--- config.mk ---
export PLATFORM = sky130hd
export DESIGN_NAME = menu_rom_arbiter
export DESIGN_NICKNAME = d
export VERILOG_FILES = /design/src/rtl/menu_rom_arbiter.sv
export SDC_FILE = /design/constraint.sdc
export NUM_CORES = 1
export LEC_CHECK = 0
export BUFFER_PORTS_ARGS = -buffer_cell sky130_fd_sc_hd__buf_4
export CORE_MARGIN = 5
export CORE_UTILIZATION = 50
export CTS_BUF_LIST = sky130_fd_sc_hd__clkbuf_16
export DETAILED_ROUTE_END_ITERATION = 10
export GPL_TIMING_DRIVEN = 0
export PLACE_DENSITY_LB_ADDON = 0.3
export SLEW_MARGIN = 20
export SYNTH_ARGS = -nofsm -noshare
export SYNTH_HDL_FRONTEND = slang
export SYNTH_SLANG_ARGS = --single-unit
--- constraint.sdc ---
create_clock -name clk -period 3.5 [get_ports clk]
set_input_delay 0.175 -clock clk [delete_from_list [all_inputs] [get_ports clk]]
set_output_delay 0.175 -clock clk [all_outputs]
set_load 0.05 [all_outputs]
--- src/rtl/menu_rom_arbiter.sv ---
// Round-robin arbiter with burst retention sharing one menu text ROM read port
// among three requesters; two-edge read latency with a registered response strobe.
module menu_rom_arbiter #(
  parameter int BURST_MAX = 4
) (
  input  logic       clk,
  input  logic       rst,
  input  logic [2:0] req,
  input  logic [7:0] addr0,
  input  logic [7:0] addr1,
  input  logic [7:0] addr2,
  output logic [2:0] gnt,
  output logic [7:0] rom_addr,
  input  logic [6:0] rom_data,
  output logic [2:0] rsp_valid,
  output logic [6:0] rsp_data
);

  localparam logic [3:0] BMAX = 4'(BURST_MAX);

  typedef enum logic {IDLE, OWNED} state_t;

  state_t     state, state_nxt;
  logic [1:0] owner, owner_nxt;
  logic [1:0] last, last_nxt;
  logic [3:0] cnt, cnt_nxt;
  logic [2:0] s1_id;
  logic [2:0] own_oh;
  logic [1:0] gidx;

  // Search starts just after the last winner; lower k has higher priority,
  // so it is evaluated last and overrides.
  function automatic logic [2:0] rr_pick(input logic [2:0] r, input logic [1:0] lw);
    logic [2:0] g;
    logic [1:0] idx;
    g = '0;
    for (int k = 2; k >= 0; k--) begin
      idx = 2'((int'(lw) + 1 + k) % 3);
      if (r[idx]) g = 3'b001 << idx;
    end
    return g;
  endfunction

  always_comb begin
    gnt       = '0;
    state_nxt = state;
    owner_nxt = owner;
    cnt_nxt   = cnt;
    last_nxt  = last;
    own_oh    = 3'b001 << owner;
    if (!rst && req != 3'b000) begin
      if (state == OWNED && (req & own_oh) != 3'b000) begin
        if (cnt < BMAX)                        gnt = own_oh;
        else if ((req & ~own_oh) != 3'b000)    gnt = rr_pick(req & ~own_oh, last);
        else                                   gnt = own_oh;
      end else begin
        gnt = rr_pick(req, last);
      end
    end
    gidx = gnt[1] ? 2'd1 : (gnt[2] ? 2'd2 : 2'd0);
    if (gnt != 3'b000) begin
      if (state == OWNED && gidx == owner) begin
        // Regrant at the cap restarts the burst rather than wrapping.
        cnt_nxt = (cnt >= BMAX) ? 4'd1 : 4'(cnt + 4'd1);
      end else begin
        state_nxt = OWNED;
        owner_nxt = gidx;
        cnt_nxt   = 4'd1;
        last_nxt  = gidx;
      end
    end else begin
      state_nxt = IDLE;
      cnt_nxt   = 4'd0;
    end
  end

  always_ff @(posedge clk) begin
    if (rst) begin
      state     <= IDLE;
      owner     <= 2'd0;
      cnt       <= 4'd0;
      last      <= 2'd2;
      rom_addr  <= 8'h00;
      s1_id     <= 3'b000;
      rsp_valid <= 3'b000;
    end else begin
      state     <= state_nxt;
      owner     <= owner_nxt;
      cnt       <= cnt_nxt;
      last      <= last_nxt;
      s1_id     <= gnt;
      rsp_valid <= s1_id;
      if (gnt != 3'b000)
        rom_addr <= gnt[0] ? addr0 : (gnt[1] ? addr1 : addr2);
    end
  end

  assign rsp_data = rom_data;

endmodule

# Word level (Yosys, flattened, before mapping)
# Index checks and enable logic that the tools add are counted.
# word_totals
register_bits,23
output_inout_bits,21
elab_cells,69
# classes
addsub,4
div_mod_pow,3
order_cmp,5
n_eq_ne,1
shifts,4
muxes,28
bitwise,5
n_reduce_logical,11
# ops
cell,n
32-bit by 3-bit remainder unit with 32-bit output (second input constant),3
32-bit by 2-bit adder with 32-bit output (second input constant),1
32-bit by 3-bit adder with 32-bit output (second input constant),1
3-bit two-way mux,10
8-bit two-way mux,2
1-bit binary-select mux with 2-bit select,6
3-bit nonzero test,4
1-bit by 2-bit left shift with 3-bit output (first input constant),4
2-bit by 3-bit less-than comparator with 1-bit output (second input constant),3
1-bit two-way mux,8
3-bit bitwise AND,2
4-bit by 1-bit adder with 4-bit output (second input constant),1
4-bit by 3-bit greater-or-equal comparator with 1-bit output (second input constant),1
4-bit by 3-bit less-than comparator with 1-bit output (second input constant),1
2-bit two-way mux,2
4-bit OR reduction,1
2-bit by 1-bit adder with 3-bit output (second input constant),1
1-bit logical AND,3
3-bit inverter,1
2-bit == test,1
1-bit inverter,2
2-bit AND reduction,1
2-bit OR reduction,1
1-bit zero test,1

# Logic depth before layout (Yosys ltp)
# Gate-level depths: netlist (run 1).
# depth
ltp_word,18
depth_mapped,15
ltp_nobuf,10

# Worst setup path before layout (run 1)
# OpenSTA, ideal clock, no wires.
# synth_timing
path_kind,register to register
from,register owner[0]
to,register owner[0]
setup_ps,89
arrival_ps,3175
required_time_ps,3411
slack_ps,236
stages_incl_launch_ff,14
n_path_buf,4
period_less_slack_ps,3264
cell_sequence,dfxtp_1 buf_4 buf_4 inv_1 ha_1 buf_4 xnor2_1 a2111oi_2 a2111oi_1 a311oi_4 inv_2 or3_4 buf_6 o32ai_2
# synth_via
elab_chain_len,18
word_cells_on_any_way,27
# synth_rtl
item,line,rtl
start: declaration,24,"logic [1:0] owner, owner_nxt;"
start signal: assignment,88,owner <= owner_nxt;
1-bit by 2-bit left shift with 3-bit output (*),50,own_oh = 3'b001 << owner;
3-bit inverter,54,"else if ((req & ~own_oh) != 3'b000) gnt = rr_pick(req & ~own_oh, last);"
3-bit bitwise AND,54,
1-bit binary-select mux with 2-bit select,39,if (r[idx]) g = 3'b001 << idx;
1-bit two-way mux (implied by the code),39,
3-bit two-way mux (3 in series),39,
3-bit two-way mux,54,
3-bit two-way mux,53,if (cnt < BMAX) gnt = own_oh;
3-bit two-way mux (*),52,if (state == OWNED && (req & own_oh) != 3'b000) begin
3-bit two-way mux (*),51,if (!rst && req != 3'b000) begin
net gnt[2],12,"output logic [2:0] gnt,"
2-bit two-way mux (2 in series),60,gidx = gnt[1] ? 2'd1 : (gnt[2] ? 2'd2 : 2'd0);
2-bit == test,62,if (state == OWNED && gidx == owner) begin
1-bit logical AND,62,
1-bit inverter (no source line),-,
2-bit AND reduction (no source line) (*),-,
# The timed path passes the listed nets; every way through them passes the cells marked *. The select of a mux whose other input is x is not followed.
# A chain may end at the register's enable or synchronous reset.

# Final worst setup path (run 1)
# layout_timing
from,register owner[0]
to,output port gnt[0]
# layout_via
elab_chain_len,12
word_cells_on_any_way,20
# layout_rtl
item,line
1-bit by 2-bit left shift with 3-bit output (*),50
3-bit inverter,54
3-bit bitwise AND,54
1-bit binary-select mux with 2-bit select,39
1-bit two-way mux (implied by the code),39
3-bit two-way mux (3 in series),39
3-bit two-way mux,54
3-bit two-way mux,53
3-bit two-way mux (*),52
3-bit two-way mux (*),51
end: declaration,12
# Mark *: on every way between the ends. The rest lies on a longest branch, timed or not. The select of a mux whose other input is x is not followed.

==> results.md, run 1 <==
- GRT Total Usage: between 20% and 30%
- ANT cells: 0
- PD cells: around 1000 nW/um^2
- CTS Root Cell: clkbuf_16
- CP Launch Type: register
- Setup slack, reg-to-reg: ~140 ps
- P_leak: roughly 1.1 nW
- Area contributors post-synth: dfxtp_1 (25%), o32ai_2 (6.3%), buf_4 (5.0%), ha_1 (3.5%), a221oi_1 (3.4%)
- Fin. Hold Viols: 0
- Power, Total: around 2.5 mW
- Mapped Avg Cell Area: between 8 and 9 sq um
- CP max-delay cell: or3_4
- CP Capture Type: primary output
- Vias per cell: a little under 6
- Inserted Clock Buffers: 3
- Row count: 21
- M3 GR Usage: under 10%
- Data arrival, critical path: 3210 ps
- Sequential share of the synthesized area: roughly 25%
- Met2 Usage GRT: a little over a third
- Most frequent CP cell: buf_8
- M1 GR Usage: 25.6%
- CP peak stage delay: approximately 400 ps
- Type of the worst setup path: reg -> out
- Die Y: approximately 70 um
- Antenna-violating nets left: 0
- WL final: 5320 um
- Post-synth top area share: roughly 25%
- Layout Skew: around 2.2 ps
- Die width: between 60 and 70 um
- Hold_sp: addr0[1]
- DIE AREA: approximately 5000 sq um
- CP top delay family: buffers and inverters
- Pin count of the biggest net entering global routing: 14
- Reg-to-reg endpoint: owner[0]$_SDFFE_PP0P_
- Post-synth top area cell: dfxtp_1
- Critical Path Fanout Max: 10
- Clock sink count: 22
- Fmax: roughly 300 MHz
- Hold Path Stages: 3
- RSZ-0062 raised after global routing: no
- Post-detail-place hpwl: around 3700 um
- Post-synthesis register bit count: 22
- Ys Warns: 0
- Distinct cells, synth: 64
- Core box area: around 3400 sq um
- Top_reg_cell synth: dfxtp_1
- H-Tree Depth: 1
- Slew Limit Fails: 0
- Status: complete, no violations
- Vias: 1831
- Number of flops mapped to enable cells by yosys: 0
- First-pass GRT wire length: roughly 8500 um
- Clock latency on the worst-skew pair: about 260 ps
- Fin crit share: slightly below 100%
- Worst-Margin Slew: between 700 and 800 ps
- Residual DRC count: 0
- Initial Util: 52.5%
- Post-Synthesis Cells: about 200
- Gr busiest metal: met2
- CTS Buffer Depth: 2
- Post-synth top cells: dfxtp_1 (22), nor2_1 (16), inv_1 (15)
- Port bufs: 47
- Layout Nets: about 310
- R2r startpoint: owner[0]$_SDFFE_PP0P_
- Syn_nets: ~250
- Hold endpoint: rom_addr[1]$_SDFFE_PP0N_
- Routability congestion estimate from global placement: 0.860
- Antenna violations before repair: 0
- Cts hold-fix bufs: 0
- Crit path from: owner[0]$_SDFFE_PP0P_
- Area growth syn-to-layout: 41.4%
- Buf+Inv Stages, Crit Path: 8
- VDD IR-drop max: 0.000641 V
- IO Count: 57
- Initial DRT Pass Iterations: 6
- Crit-path cells: buf_6, buf_8, clkinvlp_4, ha_4, clkbuf_4, nand3b_1, o21ai_0, a21oi_1, a2bb2oi_2, or3_4, buf_4, inv_2, buf_8, buf_8
- Final Critical Period: about 3400 ps
- CTS tree: yes
- Asr flop ratio synth: 0%
- Critical Path RT: roughly 3300 ps
- Class of the worst hold path: in -> reg
- Worst-path clk slew: approximately 60 ps
- Top-count cell post-synth: dfxtp_1
- Max_slew headroom: 48.7%
- Final setup viols: 0
- DR WL/cell: approximately 17 um
- Cell Area, Synth: 1790 sq um
- Share of layout cells above drive strength 1: 45.9%
- 1st-iter DRT viols: about 130
- Number of global-route vias before repair: between 1.5k and 2k
- Reg2reg path depth: 15
- GR Overflow Total: 0
- Max-Cap Viols: 0
- Setup total negative slack: 0 ps
-- area by class of cell --
cell class	count	area (sq um)
multi-input cells	141	1230
fillers	238	878
repair buffers	58	443
flip-flops and latches	22	442
plain buffers	24	188
clock buffers	3	75.1
inverters	17	67.6
well taps	46	57.6
clock inverters	1	30.0
-- flip-flops by register name, summed over array words and instances (netlist names) --
signal	cells
rsp_valid	3
owner	2
state	1
last	1
s1_id	3
rom_addr	8
cnt	4
-- worst max path at each step --
stage | end | slack [ps] | cells past startpoint
floorplan | owner[0]$_SDFFE_PP0P_ | 240 | 13
global placement | rom_addr[5]$_SDFFE_PP0N_ | -160 | 12
detailed placement | rom_addr[5]$_SDFFE_PP0N_ | -160 | 12
CTS | gnt[0] | 20 | 14
global route | owner[0]$_SDFFE_PP0P_ | 40 | 13
finish | gnt[0] | 120 | 14
-- metrics by stage --
step	instance area, sq um	instances	setup slack, ps	hold slack, ps	util, %
global route	2540	312	43.9	162	74.3
CTS	2390	306	23.5	148	69.9
detailed placement	2200	297	-163	410	64.5
global placement	2200	297	-161	406	64.5
floorplan	1790	204	236	247	-
finish	2540	312	118	144	74.3
-- power breakdown --
group	switching, mW	leakage (nW)	internal (mW)	total [mW]
sequential	0.0513	0.183	0.350	0.401
combinational	1.03	0.863	0.786	1.82
clock	0.0951	0.0511	0.227	0.322
total	1.18	1.10	1.36	2.54
-- what timing repair did --
action / in CTS / in global routing
setup buffers: 5 / 6
gates resized for setup: 13 / 21
setup endpoints to repair: 17 / 17
cloned: 0 / 0
pin swaps: 1 / 4
-- worst min-delay path, delay by kind of cell --
kind | cells | cell delay (ps)
buffers and inverters | 1 | 80
AO/OA/AOI/OAI | 1 | 70
AND/OR/NAND/NOR | 1 | 40
-- layout by cell type (no fill, tap or decap), drive strengths merged, types with 2 or more instances in the layout --
master and count:
a21oi 5, o32ai 10, a21boi 3, clkbuf 7, or3 2, dfxtp 22
ha 5, nand4b 2, nor2b 9, a2bb2oi 2, nor3 3, and3b 3
nor2 16, nand2b 4, o21ai 4, o22ai 3, a2111oi 4, o31ai 3
mux2i 4, nand3 4, nor4b 3, xnor2 3, and3 2, nand2 7
inv 16, a211oi 4, nand3b 3, a211o 2, o211ai 2, buf 78
a221oi 7, o21bai 3
-- cell families after synthesis --
family,count (synthesis),share of synthesized area [%]
AND/OR/NAND/NOR,65,21.3
multiplexers,5,3.07
XOR/XNOR,4,1.95
buffers and inverters,41,12.5
AO/OA/AOI/OAI,61,33.0
flip-flops,22,24.5
other,1,0.209
adder cells (fa/ha/maj),5,3.49
-- metal layers --
| layer | part of all wire, % | vias to the layer above |
|---|---|---|
| li1 | - | 872 |
| met1 | 41 | 852 |
| met2 | 49 | 88 |
| met3 | 7.8 | 19 |
| met4 | 2.6 | 0 |
| met5 | 0 | - |
Power figures use the tool's default switching activity.
==> run 2, diff against run 1 <==
==> constraint.sdc (replaced) <==
create_clock -name clk -period 3.5 [get_ports clk]
set_input_delay 0.7 -clock clk [delete_from_list [all_inputs] [get_ports clk]]
set_output_delay 0.7 -clock clk [all_outputs]
set_load 0.05 [all_outputs]
==> run 2 against run 1 <==
Via count rose by 8.5%. Flip-flop and latch count did not move. Register-to-register slack gained 160 ps. Design area is 4.0% higher. Sequential share of layout area down 0.68 points. Cell count is 2.6% higher.
==> results.md, run 2 (synthesis results as in run 1) <==
- Status: complete, no violations (unchanged)
- Dpl ws: -544 ps (was -163 ps)
- Worst hold margin: 439 ps (was 144 ps)
- DR WL/cell: 18.9 um (was 17.1 um)
- Port bufs: 47 (unchanged)
- GRT Total Usage: 22.2% (was 20.9%)
- Worst-Margin Slew: 681 ps (was 751 ps)
- Most frequent CP cell: buf_4 (was buf_8)
- Share of layout cells above drive strength 1: 49.3% (was 45.9%)
- Vias: 1987 (was 1831)
- Vias per cell: 6.21 (was 5.87)
- Non-filler cells, final: 320 (was 312)
- Multi-input logic area: 1280 sq um (was 1230 sq um)
- WL met3: 707 um (was 414 um)
- Layout Skew: 2.41 ps (was 2.17 ps)
- Type of the worst setup path: reg -> out (unchanged)
- Register area: 442 sq um (unchanged)
- DIE AREA: 4890 sq um (unchanged)
- CP max-delay cell: ha_4 (was or3_4)
- Residual DRC count: 0 (unchanged)
- Clock latency on the worst-skew pair: 250 ps (was 260 ps)
- 1st-iter DRT viols: 170 (was 132)
- Initial Util: 52.5% (unchanged)
- Initial DRT Pass Iterations: 5 (was 6)
- Setup total negative slack: 0 ps (unchanged)
- ANT cells: 0 (unchanged)
- Largest register FFs: 8 (unchanged)
- CTS tree: yes (unchanged)
- IO Count: 57 (unchanged)
- Layout Nets: 316 (was 308)
- Biggest regs: rom_addr (8), cnt (4) (unchanged)
- Buf+Inv Stages, Crit Path: 7 (was 8)
- VDD IR-drop max: 0.000743 V (was 0.000641 V)
- CTS Root Cell: clkbuf_16 (unchanged)
- H-Tree Depth: 1 (unchanged)
- Clock sink count: 22 (unchanged)
- Crit-path cells: buf_6, clkinvlp_4, ha_4, buf_6, buf_4, nor2b_1, o21ai_0, a21oi_2, o21bai_2, nor2_2, clkbuf_8, buf_4, buf_4 (was buf_6, buf_8, clkinvlp_4, ha_4, clkbuf_4, nand3b_1, o21ai_0, a21oi_1, a2bb2oi_2, or3_4, buf_4, inv_2, buf_8, buf_8)
- Area growth syn-to-layout: 47.1% (was 41.4%)
- Routed met1 length: 2260 um (was 2180 um)
- CP peak stage delay: 360 ps (was 390 ps)
- Antenna-violating nets left: 0 (unchanged)
- RSZ-0062 raised after global routing: yes (was no)
- Max-Cap Viols: 0 (unchanged)
- PD cells: 1030 nW/um^2 (was 1000 nW/um^2)
- Worst setup margin: 2.38 ps (was 118 ps)
- Data arrival, critical path: 2800 ps (was 3210 ps)
- Die Y: 69.9 um (unchanged)
- Fmax: 286 MHz (was 296 MHz)
- CP Capture Type: primary output (unchanged)
- Fin. Hold Viols: 0 (unchanged)
- Class of the worst hold path: reg -> reg (was in -> reg)
- Routability congestion estimate from global placement: 0.923 (was 0.860)
- Core box area: 3420 sq um (unchanged)
- Power, Total: 2.73 mW (was 2.54 mW)
- Max_slew headroom: 54.0% (was 48.7%)
- Worst-path clk slew: 60 ps (about the same)
- Cts hold-fix bufs: 0 (unchanged)
- Commonest non-fill, non-tap cell in the layout: buf_4 (unchanged)
- Fin crit share: 99.9% (was 96.6%)
- Inserted Clock Buffers: 3 (unchanged)
- Final Critical Period: 3500 ps (was 3380 ps)
- Pin count of the biggest net entering global routing: 14 (unchanged)
- Highest routed layer: met4 (unchanged)
- CP Launch Type: register (unchanged)
- Final setup viols: 0 (unchanged)
- P_leak: 1.15 nW (was 1.10 nW)
- Number of global-route vias before repair: 1931 (was 1819)
- Slew Limit Fails: 0 (unchanged)
- Antenna violations before repair: 0 (unchanged)
- Die width: 69.9 um (unchanged)
- Commonest non-fill, non-tap cells in the layout: buf_4 (76), dfxtp_1 (21), inv_1 (14), nor2_1 (14), nor2b_1 (8) (was buf_4 (67), dfxtp_1 (21), inv_1 (14), nor2_1 (14), nor2b_1 (9))
- CTS Buffer Depth: 2 (unchanged)
- Filler cell count: 212 (was 238)
- First-pass GRT wire length: 9100 um (was 8510 um)
- Critical Path RT: 2800 ps (was 3320 ps)
- Row count: 21 (unchanged)
- Post-detail-place hpwl: 3510 um (was 3700 um)
- Critical Path Fanout Max: 10 (unchanged)
- WL final: 6060 um (was 5320 um)
- Largest Register: rom_addr (unchanged)
- CP top delay family: buffers and inverters (unchanged)
- GR Overflow Total: 0 (unchanged)
- DP Cell Count: 297 (unchanged)
- Met2 WL post-DR: 2900 um (was 2590 um)
-- run 2: final timing paths --
kind / startpoint / end / depth (start not counted) / slack (ps)
min: s1_id[2]$_SDFF_PP0_ / rsp_valid[2]$_SDFF_PP0_ / 1 / 440
max reg2reg: owner[0]$_SDFFE_PP0P_ / owner[0]$_SDFFE_PP0P_ / 12 / 300
max: owner[0]$_SDFFE_PP0P_ / gnt[1] / 13 / 2
min reg2reg: s1_id[2]$_SDFF_PP0_ / rsp_valid[2]$_SDFF_PP0_ / 1 / 440
-- run 2: through the flow --
stage          instance area, sq um  util, %
5_1_grt                        2640     77.3
3_3_place_gp                   2210     64.8
3_5_place_dp                   2210     64.8
6_report                       2640     77.3
2_1_floorplan                  1800        -
4_1_cts                        2530     74.1
-- run 2: what timing repair did --
action,CTS,global route
setup endpoints to repair,15,3
resized for setup,32,14
buffers inserted,11,12
pin swaps,8,11
-- run 2: per-layer routing --
metal | GRT usage, % | vias to the layer above
li1 | - | 886
met1 | 26.4 | 924
met2 | 39.0 | 155
met3 | 6.46 | 22
met4 | 5.53 | 0
met5 | 0 | -
-- run 2: report_power, final --
part | leakage [nW] | internal [mW] | switching [mW]
clock | 0.0511 | 0.227 | 0.0885
combinational | 0.916 | 0.880 | 1.14
sequential | 0.183 | 0.350 | 0.0482
total | 1.15 | 1.46 | 1.28
-- run 2: cell type report --
| type | instances | area share (%) |
|---|---|---|
| Clock buffer | 3 | 2.84 |
| Tap cell | 46 | 2.18 |
| Timing Repair Buffer | 70 | 20.1 |
| Inverter | 17 | 2.56 |
| Clock inverter | 1 | 1.14 |
| Buffer | 20 | 5.78 |
| Sequential cell | 22 | 16.7 |
| Multi-Input combinational cell | 141 | 48.7 |
